`src/rtl/floo_mcast_fork.sv`:
```
// Multicast fork: replicates one flit stream onto a multi-hot set of outputs and
// holds each flit until every selected output has taken it. Fan-out is latched per packet.
package floo_mcast_fork_pkg;

    typedef struct packed {
        logic       last;
        logic [6:0] id;
    } hdr_t;

    typedef struct packed {
        hdr_t        hdr;
        logic [23:0] payload;
    } flit_t;

    typedef enum logic {
        IDLE = 1'b0,
        BODY = 1'b1
    } pkt_state_e;

endpackage

module floo_mcast_fork #(
    parameter int unsigned NumOutputs = 5,
    parameter type         flit_t     = floo_mcast_fork_pkg::flit_t,
    parameter bit          EnErrCount = 1'b1
) (
    input  logic                            clk_i,
    input  logic                            rst_ni,
    // Handshakes: a transfer happens on a rising clk_i edge where valid and ready are both
    // high. valid_o never depends on ready_i; upstream holds data_i/valid_i while stalled.
    input  logic                            valid_i,
    output logic                            ready_o,
    input  flit_t                           data_i,
    input  logic [NumOutputs-1:0]           sel_i,
    output logic [NumOutputs-1:0]           valid_o,
    input  logic [NumOutputs-1:0]           ready_i,
    output flit_t                           data_o,
    output logic                            drop_o,
    output logic [15:0]                     drop_cnt_o,
    output floo_mcast_fork_pkg::pkt_state_e state_o,
    output logic [NumOutputs-1:0]           sent_o
);

    floo_mcast_fork_pkg::pkt_state_e state_q;
    logic [NumOutputs-1:0] sent_q;
    logic [NumOutputs-1:0] mask_q;
    logic [NumOutputs-1:0] sel_eff;
    logic [NumOutputs-1:0] done;
    logic                  in_pkt;
    logic                  fire;

    // Body flits reuse the head's fan-out; sel_i only matters outside a packet.
    assign in_pkt  = (state_q == floo_mcast_fork_pkg::BODY);
    assign sel_eff = in_pkt ? mask_q : sel_i;
    assign valid_o = {NumOutputs{valid_i}} & sel_eff & ~sent_q;
    assign done    = sent_q | (valid_o & ready_i);
    assign ready_o = valid_i & ((done & sel_eff) == sel_eff);
    assign fire    = ready_o;
    assign drop_o  = fire & (sel_eff == '0);
    assign data_o  = data_i;
    assign state_o = state_q;
    assign sent_o  = sent_q;

    always_ff @(posedge clk_i or negedge rst_ni) begin
        if (!rst_ni) begin
            state_q <= floo_mcast_fork_pkg::IDLE;
            sent_q  <= '0;
            mask_q  <= '0;
        end else begin
            if (fire) begin
                sent_q <= '0;
            end else if (valid_i) begin
                sent_q <= done;
            end
            case (state_q)
                floo_mcast_fork_pkg::IDLE: begin
                    if (fire && !data_i.hdr.last) begin
                        state_q <= floo_mcast_fork_pkg::BODY;
                        mask_q  <= sel_eff;
                    end
                end
                floo_mcast_fork_pkg::BODY: begin
                    if (fire && data_i.hdr.last) begin
                        state_q <= floo_mcast_fork_pkg::IDLE;
                        mask_q  <= '0;
                    end
                end
                default: begin
                    state_q <= floo_mcast_fork_pkg::IDLE;
                    mask_q  <= '0;
                end
            endcase
        end
    end

    if (EnErrCount) begin : gen_drop_cnt
        logic [15:0] drop_cnt_q;
        always_ff @(posedge clk_i or negedge rst_ni) begin
            if (!rst_ni) begin
                drop_cnt_q <= '0;
            end else if (drop_o && (drop_cnt_q != 16'hFFFF)) begin
                drop_cnt_q <= drop_cnt_q + 16'd1;
            end
        end
        assign drop_cnt_o = drop_cnt_q;
    end else begin : gen_no_drop_cnt
        assign drop_cnt_o = '0;
    end

`ifndef SYNTHESIS
    // A stalled flit must stay presented and unchanged until it completes.
    stable_upstream: assert property (@(posedge clk_i) disable iff (!rst_ni)
        (valid_i && !ready_o) |=> (valid_i && $stable(data_i)));
`endif

endmodule

```
`config.mk`:
```
export PLATFORM = sky130hd
export DESIGN_NAME = floo_mcast_fork
export DESIGN_NICKNAME = d
export VERILOG_FILES = /design/src/rtl/floo_mcast_fork.sv
export SDC_FILE = /design/constraint.sdc
export NUM_CORES = 1
export LEC_CHECK = 0
export ABC_AREA = 1
export BUFFER_PORTS_ARGS = -buffer_cell sky130_fd_sc_hd__buf_2
export CAP_MARGIN = 5
export CORE_ASPECT_RATIO = 1.2
export CORE_MARGIN = 2
export CORE_UTILIZATION = 35
export CTS_BUF_LIST = sky130_fd_sc_hd__clkbuf_4 sky130_fd_sc_hd__clkbuf_8
export CTS_CLUSTER_DIAMETER = 120
export DETAILED_ROUTE_END_ITERATION = 12
export PLACE_DENSITY = 0.68
export SLEW_MARGIN = 20
export SYNTH_ARGS = -nofsm -noshare
export SYNTH_HDL_FRONTEND = slang
export SYNTH_SLANG_ARGS = --single-unit
export TNS_END_PERCENT = 100
```
`constraint.sdc`:
```
create_clock -name clk_i -period 1.4 [get_ports clk_i]
set_input_delay 0.28 -clock clk_i [delete_from_list [all_inputs] [get_ports clk_i]]
set_output_delay 0.28 -clock clk_i [all_outputs]
set_load 0.02 [all_outputs]
```
==> impl_metrics.csv <==
group,metric,value,unit
synthesis,synth_area_leaders,"dfrtp_1 34%, nand2_1 16%, buf_4 13%, nand4_1 5.4%, inv_1 4.2%",
run_status,violations,"setup timing",
critical_path,worstPathArrival,1770,ps
final_layout,area_growth_syn_to_layout,37.3,%
synthesis,yosysTopAreaCell,"dfrtp_1",
timing,rsz0062_at_grt,"yes",
synthesis,ys_ff_latch,27,
clock_tree,h-tree-depth,1,
floorplanning,die_h,86.4,um
floorplanning,die_area,6270,um^2
clock_tree,cts-root-buf,"clkbuf_8",
global_routing,grt_util_all_layers,18.4,%
timing,setup_slack,-650,ps
critical_path,criticalPathCategory,"flop to output port",
clock_tree,insertion_delay,290,ps
synthesis,syn_area,1980,um^2
power_and_ir_drop,switchingPower,1.86,mW
worst_hold_path,hold_path_class,"input port to flop",
detailed_routing,initialDrtViolationCount,92,
timing,finalCritPeriodShare,146,%
final_layout,nets,376,
timing,tightestPinTransition,361,ps
global_routing,antenna_found_initial,0,
run_status,status,"complete, but fails checks",
critical_path,slowest_stage,"dfrtp_2",
power_and_ir_drop,power_density,1540,nW/um^2
synthesis,synthArstFlopShare,100,%
synthesis,synth_flop_cell,"dfrtp_1",
power_and_ir_drop,peakVddDrop,0.597,mV
job,drv.max_cap_violation_count,0,
final_layout,final_cells,393,
floorplanning,fp.dieW,72.6,um
synthesis,synth_edf_count,0,
floorplanning,core_area,5560,um^2
synthesis,synth.avg_cell_area,7.46,um^2
detailed_routing,avgViaCountPerCell,4.99,
clock_tree,max-clock-path-buffers,2,
power_and_ir_drop,p_int,2.33,mW
detailed_routing,drt-wirelength-per-cell,14.5,um
clock_tree,cts_tree,"done",
timing,final-hold-violation-count,0,
power_and_ir_drop,p_clk_share,12.0,%
synthesis,synth.distinct_cells,27,
clock_tree,cts.clk_slew.worst_paths,100,ps
timing,clock.fmax,0.488,GHz
synthesis,yosysSeqAreaShare,34.2,%
critical_path,required,1120,ps
timing,min_period,2050,ps
synthesis,synth_most_common_cell,"nand2_1",
synthesis,yosysWarningCount,0,
detailed_routing,drtPass1Iterations,5,
detailed_routing,drc,0,
placed_design,place_congestion,0.856,
floorplanning,rows,30,
timing,setup_viol,34,
placed_design,place_inst,371,
clock_tree,cts.sink_count,27,
floorplanning,ios,106,
power_and_ir_drop,pwr-share-seq,25.8,%
global_routing,grt_max_degree,18,
timing,slew_headroom,75.9,%
power_and_ir_drop,power.share.switching,44.4,%
power_and_ir_drop,comb_power_share,62.2,%
global_routing,grt_pass1_wl,9040,um
placed_design,post-dp-hpwl,3690,um
global_routing,overflow,0,
timing,drv_slew,0,
placed_design,io_buffers,43,
clock_tree,cts_buffers,3,
placed_design,preCtsSetupSlack,-356,ps
final_layout,n_antenna_cell,0,
detailed_routing,ant_nets,0,
synthesis,synth_top_area_share,34.2,%
detailed_routing,num_vias,1962,
critical_path,crit_fanout,6,
synthesis,syn-instance-count,265,
detailed_routing,wl,5700,um
timing,skew,4.94,ps
critical_path,crit_chain,"buf_6 > nand2_1 > nand2_4 > o211ai_2 > nand2_1 > nor2_4 > nand2_2 > nor3_4 > buf_6",
critical_path,crit_path_end_kind,"output port",
synthesis,syn-num-nets,311,
final_layout,drive_gt1_share,46.8,%
global_routing,grt_pass1_vias,1943,
critical_path,max_stage_delay,460,ps
floorplanning,start_util,35.6,%
power_and_ir_drop,leakage,1.48,nW
critical_path,start_kind,"flop",
synthesis,netlist_top_cells_count,"83 x nand2_1, 34 x buf_4, 27 x dfrtp_1",
==> routing by layer <==
layer	vias up	GRT usage [%]	wire, um
met5	-	0	0
met4	0	7.58	100
met3	15	2.91	331
met2	76	32.6	3010
met1	935	21.7	2260
li1	936	-	-
==> kinds of logic after synthesis <==
kind of cell             after synthesis  share of synthesized area (%)
AND/OR/NAND/NOR                      146                           35.2
buffers and inverters                 65                           19.6
flip-flops                            27                           34.2
XOR/XNOR                              14                           6.20
AO/OA/AOI/OAI                         12                           4.17
adder cells (fa/ha/maj)                1                          0.632
==> state kept, by name, indices dropped and copies added (netlist names), named ones only <==
signal and count:
drop_cnt_o 16, sent_o 5, mask_q 5
==> worst max-delay path, delay by kind of cell (launching register included) <==
family	cells	cell delay, ps
compound gates	1	80
flops	1	460
buf+inv	2	280
simple gates	6	670
==> cells in the final DEF (no fill, tap or decap), types with 6 or more instances in the layout <==
cell	instances
nand2_1	69
buf_2	36
xnor2_1	6
nor2_1	16
inv_1	22
buf_6	12
nand4_1	17
dfrtp_1	24
buf_4	46
nand2_2	16
xor2_1	8
==> final timing paths <==
kind                       depth (start not counted)             to  slack (ps)        from
setup / recovery                                   9         drop_o        -650        flop
hold / removal                                     2           flop         250  data_i[31]
setup reg to reg                                  13  drop_cnt_o[0]        -490        flop
hold reg to reg                                    2      mask_q[2]         490   mask_q[2]
max in group asynchronous                          3      async pin         570      rst_ni
min in group asynchronous                          2      mask_q[3]         420      rst_ni
==> final cells by class <==
class | instances | area [um^2]
Timing Repair Buffer | 97 | 711
Sequential cell | 27 | 679
Multi-Input combinational cell | 174 | 1090
Tap cell | 64 | 80.1
Inverter | 27 | 101
Fill cell | 527 | 2840
Clock buffer | 4 | 48.8
==> per-stage QoR <==
stage | TNS, ps | area (um^2) | power, mW | hold slack (ps) | util (%)
global placement | -7600 | 2300 | 2.88 | 204 | 41.4
finish | -13580 | 2720 | 4.19 | 254 | 48.9
detailed placement | -8360 | 2300 | 2.93 | 216 | 41.4
CTS | -12840 | 2620 | 3.96 | 250 | 47.1
floorplan | -5570 | 2010 | 2.35 | -15.6 | -
global route | -16820 | 2720 | 4.42 | 262 | 48.9
==> power groups by stage <==
stage	clock, mW	combinational, mW	sequential, mW
floorplan	0	1.11	1.25
global placement	0	1.76	1.11
detailed placement	0	1.81	1.12
CTS	0.505	2.38	1.08
global route	0.536	2.78	1.10
finish	0.501	2.60	1.08
==> timing repair <==
action                     4_1_cts  5_1_grt
hold endpoints to repair        13        0
setup endpoints to repair       34       35
gates cloned                     1        0
hold buffers                     1        0
setup buffers                   23        3
resized for setup               34       24
pin swaps                       27        9
Power figures use the tool's default switching activity.
